--- src/rtl/mem_arbiter.sv ---
// Two-requester memory arbiter: instruction fetch and data share one memory port,
// one transaction outstanding, with starvation protection for fetch and fetch flush.
module mem_arbiter #(
    parameter int XLEN       = 32,
    parameter int STARVE_MAX = 4
) (
    input  logic            clk,
    input  logic            rst_n,
    input  logic            if_req,
    input  logic [XLEN-1:0] if_addr,
    output logic            if_gnt,
    output logic            if_rvalid,
    output logic [XLEN-1:0] if_rdata,
    input  logic            if_flush,
    input  logic            d_req,
    input  logic            d_we,
    input  logic [XLEN-1:0] d_addr,
    input  logic [XLEN-1:0] d_wdata,
    input  logic [2:0]      d_width,
    output logic            d_gnt,
    output logic            d_rvalid,
    output logic [XLEN-1:0] d_rdata,
    output logic            mem_req,
    output logic            mem_we,
    output logic [XLEN-1:0] mem_addr,
    output logic [XLEN-1:0] mem_wdata,
    output logic [2:0]      mem_width,
    input  logic            mem_ready,
    input  logic            mem_rvalid,
    input  logic [XLEN-1:0] mem_rdata
);

    typedef enum logic {IDLE, WAIT} state_t;

    state_t     state;
    logic       owner;
    logic       drop;
    logic [2:0] starve_cnt;
    logic       sel_data;
    logic       resp;

    // Data normally wins; fetch takes over once it has lost STARVE_MAX grants in a row.
    assign sel_data = (d_req && (starve_cnt < 3'(STARVE_MAX))) || !if_req;

    assign mem_req   = rst_n && (state == IDLE) && (if_req || d_req);
    assign if_gnt    = mem_req && mem_ready && !sel_data;
    assign d_gnt     = mem_req && mem_ready && sel_data;

    assign mem_we    = rst_n && sel_data && d_we;
    assign mem_addr  = !rst_n ? '0 : (sel_data ? d_addr : if_addr);
    assign mem_wdata = (rst_n && sel_data) ? d_wdata : '0;
    assign mem_width = !rst_n ? 3'b000 : (sel_data ? d_width : 3'b010);

    // A response only counts while a transaction is outstanding; a flush in the
    // same cycle as a fetch response still swallows it.
    assign resp      = rst_n && (state == WAIT) && mem_rvalid;
    assign if_rvalid = resp && !owner && !drop && !if_flush;
    assign d_rvalid  = resp && owner;
    assign if_rdata  = if_rvalid ? mem_rdata : '0;
    assign d_rdata   = d_rvalid ? mem_rdata : '0;

    // Transaction tracking, starvation counter and fetch drop flag.
    always_ff @(posedge clk) begin
        if (!rst_n) begin
            state      <= IDLE;
            owner      <= 1'b0;
            drop       <= 1'b0;
            starve_cnt <= 3'd0;
        end else begin
            if (!if_req || if_gnt) begin
                starve_cnt <= 3'd0;
            end else if (d_gnt && (starve_cnt < 3'(STARVE_MAX))) begin
                starve_cnt <= starve_cnt + 3'd1;
            end

            case (state)
                IDLE: begin
                    if (if_gnt || d_gnt) begin
                        state <= WAIT;
                        owner <= d_gnt;
                        drop  <= if_gnt && if_flush;
                    end
                end
                WAIT: begin
                    if (mem_rvalid) begin
                        state <= IDLE;
                        drop  <= 1'b0;
                    end else if (!owner && if_flush) begin
                        drop <= 1'b1;
                    end
                end
                default: state <= IDLE;
            endcase
        end
    end

endmodule
--- config.mk ---
export PLATFORM = sky130hd
export DESIGN_NAME = mem_arbiter
export DESIGN_NICKNAME = d
export VERILOG_FILES = /design/src/rtl/mem_arbiter.sv
export SDC_FILE = /design/constraint.sdc
export NUM_CORES = 1
export LEC_CHECK = 0
export BUFFER_PORTS_ARGS = -buffer_cell sky130_fd_sc_hd__buf_2
export CAP_MARGIN = 20
export CORE_AREA = 2 2 107 109
export CTS_CLUSTER_SIZE = 30
export DETAILED_ROUTE_END_ITERATION = 12
export DIE_AREA = 0 0 109 111
export PLACE_DENSITY_LB_ADDON = 0.25
export SYNTH_ARGS = -nofsm -noshare
export SYNTH_HDL_FRONTEND = slang
export SYNTH_SLANG_ARGS = --single-unit
--- constraint.sdc ---
create_clock -name clk -period 2.7 [get_ports clk]
set_clock_uncertainty 0.15 [all_clocks]
set_input_delay 0 -clock clk [delete_from_list [all_inputs] [get_ports clk]]
set_output_delay 0 -clock clk [all_outputs]
set_load 0.1 [all_outputs]
; Word-level counts from Yosys, hierarchy flattened
; Index checks and enable logic that the tools add are counted.
[word_totals]
output_inout_bits = 137
reg_bits = 6
in_bits = 139
[classes]
add_sub_neg = 1
order_cmp = 1
n_eq_ne = 2
n_reduce_logical = 29
bitwise = 2
mux = 14
[ops]
columns = cell, n
row1 = $mux 32, 5
row2 = $logic_and 1x1->1, 17
row3 = $mux 3, 2
row4 = $logic_not 1->1, 5
row5 = $mux 1, 5
row6 = $logic_or 1x1->1, 4
row7 = $pmux 1 s2, 2
row8 = $reduce_and 2->1, 2
row9 = $add 3x1->3 const B, 1
row10 = $lt 3x3->1 const B, 1
row11 = $ne 3x2->1 const B, 1
row12 = $ne 2x1->1 const B, 1
row13 = $not 1->1, 2
row14 = $reduce_or 2->1, 1

; Depth between registers and ports, before layout
; Gate-level depths: netlist of the first run.
[logic_depth]
depth_word = 8
ltp_mapped = 5
mapped_depth_nobuf = 3

; Worst setup path after synthesis of the first run
; Ideal clock, no wire load.
[synth_path]
path_kind = register -> output
from = register starve_cnt[2]
to = output d_gnt
arrival_time_ns = 3.018
setup_slack_ns = -0.468
n_path_buf = 2
stages_incl_launch_ff = 5
required_time_ns = 2.550
cell_sequence = dfxtp_1 > nand2b_1 > buf_4 > buf_2 > a211oi_1
[synth_between]
elab_chain_len = 4
[synth_lines]
columns = item, line
row1 = start: declaration, 38  ; logic [2:0] starve_cnt;
row2 = start signal: assignment, 73  ; starve_cnt <= starve_cnt + 3'd1;
row3 = $lt 3x3->1, 43  ; assign sel_data = (d_req && (starve_cnt < 3'(STARVE_MAX))) || !if_req;
row4 = $logic_and 1x1->1, 43
row5 = $logic_or 1x1->1, 43
row6 = $logic_and 1x1->1, 47  ; assign d_gnt = mem_req && mem_ready && sel_data;
row7 = end: declaration, 20  ; output logic d_gnt,
; No other way between the ends.

; Worst setup path after layout of the first run
[layout_path]
from = register state
to = output if_rdata[25]
[layout_between]
elab_chain_len = 6
[layout_lines]
columns = item, line
row1 = start: declaration, 35  ; state_t state;
row2 = start signal: assignment, 65  ; state <= IDLE;
row3 = start signal: assignment, 79  ; state <= WAIT;
row4 = start signal: assignment, 86  ; state <= IDLE;
row5 = $logic_and 1x1->1 (2 in series), 56  ; assign resp = rst_n && (state == WAIT) && mem_rvalid;
row6 = $logic_and 1x1->1 (3 in series), 57  ; assign if_rvalid = resp && !owner && !drop && !if_flush;
row7 = $mux 32, 59  ; assign if_rdata = if_rvalid ? mem_rdata : '0;
row8 = end: declaration, 13  ; output logic [XLEN-1:0] if_rdata,
; No other way between the ends.

==> results of run 1 <==
[placed cells by master, fill, tap and decap left out]
cell | netlist | routed
and2_1 | 53 | 53
buf_12 | 0 | 20
o211ai_1 | 1 | 1
nor2b_1 | 2 | 2
a21oi_1 | 36 | 36
and2b_1 | 2 | 2
nor3_2 | 0 | 1
o311a_1 | 1 | 1
nor3b_1 | 1 | 1
dlygate4sd3_1 | 0 | 1
nor2_1 | 3 | 3
inv_1 | 3 | 3
nor4_4 | 1 | 1
buf_2 | 6 | 255
dfxtp_1 | 6 | 6
nand3_1 | 34 | 34
clkbuf_16 | 0 | 3
o21ai_0 | 33 | 33
nand2_1 | 5 | 5
nand2b_1 | 3 | 3
or2b_1 | 1 | 1
buf_4 | 1 | 5
a211oi_2 | 0 | 1
or3_1 | 1 | 1
nand2_2 | 2 | 2
ha_1 | 1 | 1
o21ai_1 | 1 | 1
o31ai_1 | 1 | 1
and2_2 | 12 | 12
a211oi_1 | 2 | 1
o21bai_1 | 1 | 1
and3_1 | 35 | 35
a32oi_1 | 1 | 1
[cell type report]
type,instances,area [µm²],share of cell area
Sequential cell,6,120.1,0.03446
Inverter,3,11.26,0.003230
Timing Repair Buffer,281,1724,0.4946
Clock buffer,3,75.07,0.02154
Tap cell,143,178.9,0.05133
Multi-Input combinational cell,234,1376,0.3948
[state kept, by name, summed over array words and instances (netlist names)]
name,flops
starve_cnt,3
drop,1
owner,1
state,1
[cells by family (layout without fill, tap and decap cells)]
family,Yosys count,after routing,share of synthesized area
compound gates,77,77,0.2468
simple gates,156,156,0.5748
buf+inv,34,287,0.09795
fa+ha+maj,1,1,0.007592
flops,6,6,0.07290
[routing by layer]
metal	wire length [µm]	track usage
met1	2839	0.1229
met2	4389	0.2451
met3	762	0.02058
met4	105	0.02479
met5	0	0
[metrics by stage]
step | hold WS (ps) | setup slack [ps]
after floorplan | 40.24 | 152.8
after global placement | 186.5 | 796.1
after detailed placement | 195.6 | 734.9
after CTS | 57.46 | 613.2
after global routing | 80.12 | 462.4
final | 57.74 | 624.8
[worst paths after layout]
check	slack, ps	start	endpoint	cells past startpoint
setup / recovery	620	state$_SDFF_PN0_	if_rdata[25]	5
hold / removal	60	mem_ready	starve_cnt[2]$_SDFFE_PP0P_	4
setup reg to reg	1240	starve_cnt[2]$_SDFFE_PP0P_	drop$_SDFFE_PN0P_	4
hold reg to reg	300	starve_cnt[1]$_SDFFE_PP0P_	starve_cnt[1]$_SDFFE_PP0P_	2
[where the power goes]
group | internal (mW) | switching (mW)
logic | 0.167 | 0.630
registers | 0.0928 | 0.00399
clock network | 0.190 | 0.0527
[worst min-delay path, delay by kind of cell]
kind                   cells  cell delay [ps]
and+or+nand+nor            2              220
buffers and inverters      1              120
AOI/OAI and AO/OA          1               50
==> impl_results.md, run 1 <==
- Inserted Clock Buffers: 3
- Starting Density: 0.1488
- Placed cells: 666
- Pin slew with the least headroom to its limit: 992.3 ps
- Pin count of the biggest net entering global routing: 44
- Leading cell types by total area after synthesis: and2_1 20%, and3_1 13%, a21oi_1 11%
- Sum of negative setup slack: 0 ps
- Cell breakdown of the critical path: nand2b_1 > nor4_4 > buf_4 > and2_2 > buf_2
- Number of max-slew violations in the final report: 0
- Path class of the lowest-slack min-delay path: primary input to flop
- Count of mapped cells out of synthesis: 274
- DRC violation count after routing: 0
- Total iterations of the first detailed-routing run: 4
- Clock tree from TritonCTS: yes
- Number of warnings reported in the yosys synthesis log: 0
- IO Port Bufs: 275
- Flop and latch count out of synthesis: 6
- CTS Root Buffer Type: clkbuf_16
- Final HPWL from detailed placement: 6.533 mm
- Worst IR drop on VDD: 0.0001449 V
- Average wire per standard cell: 12.09 µm
- Synthesized area per cell: 6.014 µm²
- Most instantiated library cell after synthesis: and2_1
- Row cnt: 39
- Die Span Y: 111 µm
- Worst skew pair latency: 230 ps
- Synthesized netlist net count: 414
- Master of the slowest instance on the critical path: dfxtp_1
- Final hold violation count: 0
- Aggregate routed wire length: 8.097 mm
- Crit Path Category: flop to primary output
- Buffer and inverter count on the worst path: 2
- Growth of design area from synthesis to finish: 111.5%
- Cell taking the most area after synthesis: and2_1
- Setup repair after global routing missed its margin: false
- Async SR Flop Fraction: 0
- Net count of the finished layout: 669
- Detail Route Antenna Nets: 0
- CTS Sinks: 6
- Result of the run: finished, final reports clean
- Number of antenna violations at the first check in global routing: 0
- Via count of the first global-routing pass: 2606
- Chip width: 109 µm
- Overall power of the completed layout: 1.136 mW
- Combined area of all synthesized cells: 0.001648 mm²
- Count of flip-flops with a built-in enable after synthesis: 0
- Area of the placeable core: 0.01108 mm²
- Primary FF master, synth: dfxtp_1
- Number of fill cells in the layout: 1184
- Wire length of the first global-routing pass: 11.99 mm
- Post-CTS sizing: 0
- Biggest fanout along the worst timing path: 33
- Buffer depth of the longest clock path: 2
- Max frequency: 481.9 MHz
- Sequential element share of the synthesized area: 0.07289
- Top cell type's share of synthesized area: 0.2012
- # Max-Cap Violations: 0
- Design Area, Final: 0.003486 mm²
- Final setup violation count: 0
- Data arrival time of the worst path: 1930 ps
- Maximum single-stage delay on the critical path: 460 ps
- Minimum period implied by the final worst setup slack: 2075 ps
- Fin util: 0.3147
- Post-detailed-route via-to-cell ratio: 4.355
- Element type at the critical path end: primary output
- Total track usage: 0.1203
- Via count of the routed design: 2918
- Hold-fix buffers, CTS: 1
- Placed standard-cell area: 0.003401 mm²
- Power per standard cell area: 326.0 mW/mm²
- List of most frequent post-synthesis cells: 53 x and2_1, 36 x a21oi_1, 35 x and3_1
- Global placement routability congestion: 0.7665
- Initial DRC count: 95
- Total global routing overflow: 0
- Post-CTS clock slew at the launch and capture registers of the worst setup and hold paths: 40 ps
- Share of post-route cells with drive strength above 1: 0.5693
- Relative slew slack: 0.3377
- Io pins: 276
- Required @ worst endpoint: 2550 ps
- Floorplan die area: 0.01210 mm²
- Post-CTS Setup Inserts: 0
- Crit share post-route: 0.7686
- Count of inserted antenna diode cells: 0
- Leakage power of the design: 2.024 nW
- CP startpoint kind: flop
- CTS H-tree lvls: 1
- Post-Layout Cell Count: 670
- Largest delay share family, worst path: buffers and inverters
- Synth unique cells: 31
(Power assumes the default switching activity.)
==> run 2, diff against run 1 <==
Settings changed: ABC_AREA from default to 1.
Clock period 2.7 ns to 2.11 ns, I/O delays scaled along.
==> impl_results.md, run 2 <==
- Result of the run: finished, final reports clean
- Power per standard cell area: 337.3 mW/mm² (+3.5%)
- GR met3 Demand/Resource: 0.03233 (+0.01176)
- Flop and latch count out of synthesis: 6 (unchanged)
- Worst slack at placement: 334.8 ps (-400.1 ps)
- Compound-cell area share of the yosys netlist: 0.1256 (-0.1212)
- Met1 global-route usage: 0.1590 (+0.03614)
- Most used routing layer: met2
- P_int: 0.8491 mW (+89%)
- Worst skew pair latency: 230 ps (about the same)
- Sequential element share of the synthesized area: 0.07631 (+0.003419)
- Post-Layout Cell Count: 748 (+12%)
- Data arrival time of the worst path: 1850 ps (-80 ps)
- Chip width: 109 µm (unchanged)
- Cell taking the most area after synthesis: nor2_1
- Max frequency: 499.7 MHz
- Detail Route Antenna Nets: 0 (unchanged)
- Hold_ws: 0.9034 ps (-56.83 ps)
- Portion of netlist area occupied by mux cells: 0 (unchanged)
- GRT met2 Usage: 0.2878 (+0.04265)
- Post-detailed-route via-to-cell ratio: 3.999 (-8.2%)
- Setup repair after global routing missed its margin: false
- Relative slew slack: 0.5346 (+0.1969)
- Adder-cell share of the synthesized area: 0.007949 (+0.0003561)
- Combinational share of power: 0.772 (+0.071)
- Cell breakdown of the critical path: dlygate4sd3_1 > buf_2 > inv_1 > nor2_2 > nand3_2 > nor2_2 > buf_2
- Maximum single-stage delay on the critical path: 520 ps (+60 ps)
- Worst r2r dst: starve_cnt[0]$_SDFFE_PP0P_
- Row cnt: 39 (unchanged)
- Share of synthesized cell area in and, or, nand and nor gates: 0.5095 (-0.06525)
- List of most frequent post-synthesis cells: 167 x nor2_1, 74 x inv_1, 33 x o21ai_0
- Synth unique cells: 22 (-29%)
- IO Port Bufs: 275 (unchanged)
- Largest family of logic cells by synthesized area: simple AND/OR/NAND/NOR gates
- Biggest fanout along the worst timing path: 9 (-73%)
- Synthesized netlist net count: 479 (+16%)
- Clk pwr share: 0.162 (-0.052)
- Inserted Clock Buffers: 3 (unchanged)
- Share of post-route cells with drive strength above 1: 0.6992 (+0.1299)
- Area of the placeable core: 0.01108 mm² (unchanged)
- Depth of the worst register-to-register path: 7 (+3)
- Combined area of all synthesized cells: 0.001574 mm² (-4.5%)
- Switching Share: 0.5441 (-0.05978)
- Minimum period implied by the final worst setup slack: 2001 ps
- Pin slew with the least headroom to its limit: 698.1 ps (-294.2 ps)
- Aggregate routed wire length: 9.451 mm (+17%)
- Placed standard-cell area: 0.005416 mm² (+59%)
- Element type at the critical path end: primary output
- Hold path startpoint: if_req
- Count of mapped cells out of synthesis: 339 (+24%)
- Initial DRC count: 104 (+9.5%)
- Number of fill cells in the layout: 1052 (-11%)
- Leakage power of the design: 2.639 nW (+30%)
- Capture endpoint of the worst hold path: starve_cnt[2]$_SDFFE_PP0P_
- Net count of the finished layout: 747 (+12%)
- Total global routing overflow: 0 (unchanged)
- Average wire per standard cell: 12.64 µm (+4.6%)
- Flop2flop setup slack: 470 ps (-770 ps)
- Final setup violation count: 0 (unchanged)
- CTS Sinks: 6 (unchanged)
- Most flop-heavy register: starve_cnt
- Count of flip-flops with a built-in enable after synthesis: 0 (unchanged)
- Most instantiated library cell after synthesis: nor2_1
- Async SR Flop Fraction: 0 (unchanged)
- Growth of design area from synthesis to finish: 250.8%
- Power dissipated by switching net loads: 1.013 mW (+48%)
- Via count of the first global-routing pass: 2852 (+9.4%)
- Clock tree from TritonCTS: yes
- Wire length of the first global-routing pass: 14.44 mm (+20%)
- Buffer depth of the longest clock path: 2 (unchanged)
- Top cell type's share of synthesized area: 0.3983 (+0.1970)
- DRC violation count after routing: 0 (unchanged)
- Number of max-slew violations in the final report: 0 (unchanged)
- Path class of the lowest-slack min-delay path: primary input to flop
- Via count of the routed design: 2991 (+2.5%)
- Total iterations of the first detailed-routing run: 4 (unchanged)
- Sequential power share: 0.066 (-0.019)
- Required @ worst endpoint: 1960 ps (-590 ps)
- Die Span Y: 111 µm (unchanged)
- CP startpoint kind: primary input
- Leading cell types by total area after synthesis: nor2_1 40%, inv_1 18%, o21ai_0 10%
- Global placement routability congestion: 0.8569 (+12%)
- Count of inserted antenna diode cells: 0 (unchanged)
- Highest-count cells in the layout ignoring fill and taps: 142 x buf_2, 134 x buf_12, 113 x nor2_2
- Synthesized area per cell: 4.643 µm² (-23%)
- Post-CTS clock slew at the launch and capture registers of the worst setup and hold paths: 30 ps (about the same)
- CTS Root Buffer Type: clkbuf_16
- Number of antenna violations at the first check in global routing: 0 (unchanged)
- Design Area, Final: 0.005522 mm² (+58%)
- Total track usage: 0.1485 (+0.02819)
- Pin count of the biggest net entering global routing: 37 (-16%)
- Starting Density: 0.1421 (-0.006664)
- Commonest non-fill, non-tap cell in the layout: buf_2
- Final hold violation count: 0 (unchanged)
- Crit share post-route: 0.9485
- Hold-critical path depth: 3 (-1)
- CTS H-tree lvls: 1 (unchanged)
- Master of the slowest instance on the critical path: dlygate4sd3_1
- Startpoint of the most critical register-to-register path: starve_cnt[2]$_SDFFE_PP0P_
- Placed cells: 743 (+12%)
- # Max-Cap Violations: 0 (unchanged)
- Crit Path Category: primary input to primary output
- Number of warnings reported in the yosys synthesis log: 0 (unchanged)
- Worst IR drop on VDD: 0.0002170 V (+50%)
- Setup ws final: 108.7 ps (-516.1 ps)
- Io pins: 276 (unchanged)
- Floorplan die area: 0.01210 mm² (unchanged)
- Number of flip-flops under the largest register name: 3 (unchanged)
- Primary FF master, synth: dfxtp_1
- XOR/XNOR Fraction of Synth Area: 0 (unchanged)
- Final HPWL from detailed placement: 8.419 mm (+29%)
-- run 2: what timing repair did --
action | CTS | global route
buffers inserted | 0 | 0
hold buffers | 2 | 0
endpoints found under the hold margin | 2 | 0
resized for setup | 0 | 3
endpoints found under the setup margin | 0 | 9
-- run 2: power by group through the flow --
stage               registers (mW)  clock network [mW]  logic [mW]
finish                       0.122               0.302        1.44
global placement             0.124                   0        1.43
floorplan                    0.123                   0       0.877
CTS                          0.122               0.308        1.45
detailed placement           0.124                   0        1.44
global route                 0.123               0.316        1.49
-- run 2: how the worst max path moves through the flow --
stage	depth (start not counted)	slack, ps	start	to
global placement	7	370	starve_cnt[2]$_SDFFE_PP0P_	mem_width[2]
detailed placement	7	330	starve_cnt[2]$_SDFFE_PP0P_	mem_width[2]
finish	7	110	rst_n	if_gnt
global route	7	30	rst_n	if_gnt
CTS	7	20	rst_n	mem_width[2]
floorplan	5	-200	state$_SDFF_PN0_	if_rdata[10]
-- run 2: critical path, delay by kind of cell --
kind | cells | cell delay, ps
buf+inv | 4 | 1390
simple gates | 3 | 450
-- run 2: cell families (layout without fill, tap and decap cells) --
kind of cell               count (synthesis)  after routing
DFF                                        6              6
and+or+nand+nor                          195            195
AOI/OAI and AO/OA                         39             39
adders and majority gates                  1              1
buffers and inverters                     98            364
-- run 2: metal layers --
layer | part of all wire | up-vias | wire length (µm)
met3 | 0.097 | 10 | 913
met4 | 0.014 | 0 | 132
met5 | 0 | - | 0
met1 | 0.35 | 1312 | 3340
li1 | - | 1507 | -
met2 | 0.54 | 162 | 5064
-- run 2: cell type report --
cell class,count,area (µm²),share of cell area
clock buffers,3,75.07,0.01360
inverters,79,301.5,0.05461
multi-input cells,235,1395,0.2527
flip-flops and latches,6,120.1,0.02175
well taps,143,178.9,0.03240
repair buffers,282,3451,0.6250
-- run 2: stage by stage --
step / utilization / power [mW] / TNS, ps
finish: 0.4985 / 1.863 / 0
global route: 0.4985 / 1.934 / 0
CTS: 0.4976 / 1.877 / 0
detailed placement: 0.4890 / 1.564 / 0
global placement: 0.4890 / 1.551 / 0
floorplan: - / 1.000 / -9063
==> run 3, diff against run 2 <==
Settings changed: REMOVE_ABC_BUFFERS from default to 1.
==> impl_results.md, run 3 (synthesized netlist as in run 2, its figures left out) <==
- Total track usage: 0.1295 (-0.01899)
- Area of the placeable core: 0.01108 mm² (unchanged)
- Placed standard-cell area: 0.004075 mm² (-25%)
- Total iterations of the first detailed-routing run: 4 (unchanged)
- Post-detailed-route via-to-cell ratio: 3.888 (-2.8%)
- Path class of the lowest-slack min-delay path: primary input to flop
- Maximum single-stage delay on the critical path: 370 ps (-150 ps)
- Average wire per standard cell: 11.07 µm (-12%)
- Leakage power of the design: 2.498 nW (-5.4%)
- Row cnt: 39 (unchanged)
- Crit Path Category: flop to primary output
- CP startpoint kind: flop
- Data arrival time of the worst path: 1800 ps (-50 ps)
- Final setup violation count: 0 (unchanged)
- Relative slew slack: 0.6445 (+0.1099)
- Number of antenna violations at the first check in global routing: 0 (unchanged)
- Chip width: 109 µm (unchanged)
- Worst skew pair latency: 230 ps (about the same)
- CTS Sinks: 6 (unchanged)
- Buffer depth of the longest clock path: 2 (unchanged)
- Net count of the finished layout: 747 (unchanged)
- Most flop-heavy register: starve_cnt
- # Max-Cap Violations: 0 (unchanged)
- Commonest non-fill, non-tap cell in the layout: buf_2
- Result of the run: finished with violations
- WP depth: 7 (unchanged)
- Number of fill cells in the layout: 1158 (+10%)
- Floorplan die area: 0.01210 mm² (unchanged)
- Share of post-route cells with drive strength above 1: 0.4926 (-0.2066)
- Starting Density: 0.1421 (unchanged)
- Required @ worst endpoint: 1960 ps (about the same)
- Pin count of the biggest net entering global routing: 37 (unchanged)
- Sum of negative setup slack: 0 ps (unchanged)
- CP most frequent cell: nor2_1
- Clock tree from TritonCTS: yes
- DRC violation count after routing: 0 (unchanged)
- Growth of design area from synthesis to finish: 166.5%
- Minimum period implied by the final worst setup slack: 1955 ps (-46.50 ps)
- Io pins: 276 (unchanged)
- CTS Root Buffer Type: clkbuf_16
- Final hold violation count: 1 (+1)
- Largest delay share family, worst path: buffers and inverters
- Inserted Clock Buffers: 3 (unchanged)
- Initial DRC count: 141 (+36%)
- IO Port Bufs: 275 (unchanged)
- Worst IR drop on VDD: 0.0002003 V (-7.7%)
- Violations in the final reports: negative hold slack
- Aggregate routed wire length: 8.277 mm (-12%)
- Overall power of the completed layout: 1.789 mW (-3.9%)
- Post-CTS Setup Inserts: 0 (unchanged)
- Via count of the first global-routing pass: 2729 (-4.3%)
- Via count of the routed design: 2908 (-2.8%)
- Hold_ws: -2.658 ps (-3.561 ps)
- Setup repair after global routing missed its margin: false
- Pin slew with the least headroom to its limit: 532.5 ps (-165.6 ps)
- Final HPWL from detailed placement: 7.366 mm (-13%)
- Wire length of the first global-routing pass: 12.35 mm (-14%)
- CTS H-tree lvls: 1 (unchanged)
- Hold-critical path depth: 3 (unchanged)
- Max frequency: 511.6 MHz (+2.4%)
- Element type at the critical path end: primary output
- Total global routing overflow: 0 (unchanged)
- Highest-count cells in the layout ignoring fill and taps: 204 x buf_2, 167 x nor2_1, 74 x inv_1
- Buffer and inverter count on the worst path: 3 (-1)
- Cell breakdown of the critical path: inv_2 > nand2_1 > nand2_2 > inv_4 > nor2_1 > nor2_1 > buf_12
- Post-CTS clock slew at the launch and capture registers of the worst setup and hold paths: 30 ps (about the same)
- Crit share post-route: 0.9264 (-0.02204)
- Biggest fanout along the worst timing path: 36 (+27)
- Depth of the worst register-to-register path: 7 (unchanged)
- Number of max-slew violations in the final report: 0 (unchanged)
- Count of inserted antenna diode cells: 0 (unchanged)
- Global placement routability congestion: 0.8365 (-2.4%)
- Master of the slowest instance on the critical path: inv_4
- Power per standard cell area: 426.5 mW/mm² (+26%)
- Number of flip-flops under the largest register name: 3 (unchanged)
- Design Area, Final: 0.004195 mm² (-24%)
- Fin util: 0.3787 (-0.1197)
- Detail Route Antenna Nets: 0 (unchanged)
- Die Span Y: 111 µm (unchanged)
## run 3: final timing paths
check                               end                        from  slack, ps
max                        mem_addr[26]  starve_cnt[2]$_SDFFE_PP0P_        160
min                   drop$_SDFFE_PN0P_                       rst_n         -3
max reg2reg  starve_cnt[0]$_SDFFE_PP0P_  starve_cnt[2]$_SDFFE_PP0P_        470
min reg2reg  starve_cnt[1]$_SDFFE_PP0P_  starve_cnt[1]$_SDFFE_PP0P_        320
## run 3: per-layer routing
layer  wire length, µm  part of all wire  vias up  track usage
met5                 0                 0        -            0
met4                47            0.0057        0      0.03077
met3               796             0.096        2      0.02058
met2              4695              0.57      173       0.2836
met1              2737              0.33     1230       0.1145
li1                  -                 -     1503            -
## run 3: worst min-delay path: stages
cell and delay, ps:
buf_2 200, nand2_1 100, nor2_1 30
## run 3: report_power, final
part	leakage (nW)	switching (mW)	internal (mW)
combinational	2.41	0.902	0.457
sequential	0.0488	0.00363	0.119
clock	0.0370	0.0649	0.243
## run 3: cell type report
class,count,area [µm²],share of cell area
timing repair buffer,282,2505,0.5971
multi-input combinational,235,1017,0.2425
inverter,79,299.0,0.07128
tap,143,178.9,0.04265
sequential,6,120.1,0.02863
clock buffer,3,75.07,0.01789
## run 3: repair_timing
action | in CTS | in global routing
hold buffers | 4 | 0
setup endpoints to repair | 0 | 35
endpoints found under the hold margin | 5 | 0
resized for setup | 0 | 1
## run 3: stage by stage
| step | setup slack, ps | cells |
|---|---|---|
| 2_1_floorplan | -734.8 | 320 |
| 3_3_place_gp | 301.9 | 741 |
| 3_5_place_dp | 260.4 | 741 |
| 4_1_cts | 11.48 | 748 |
| 5_1_grt | 25.08 | 748 |
| 6_report | 155.2 | 748 |
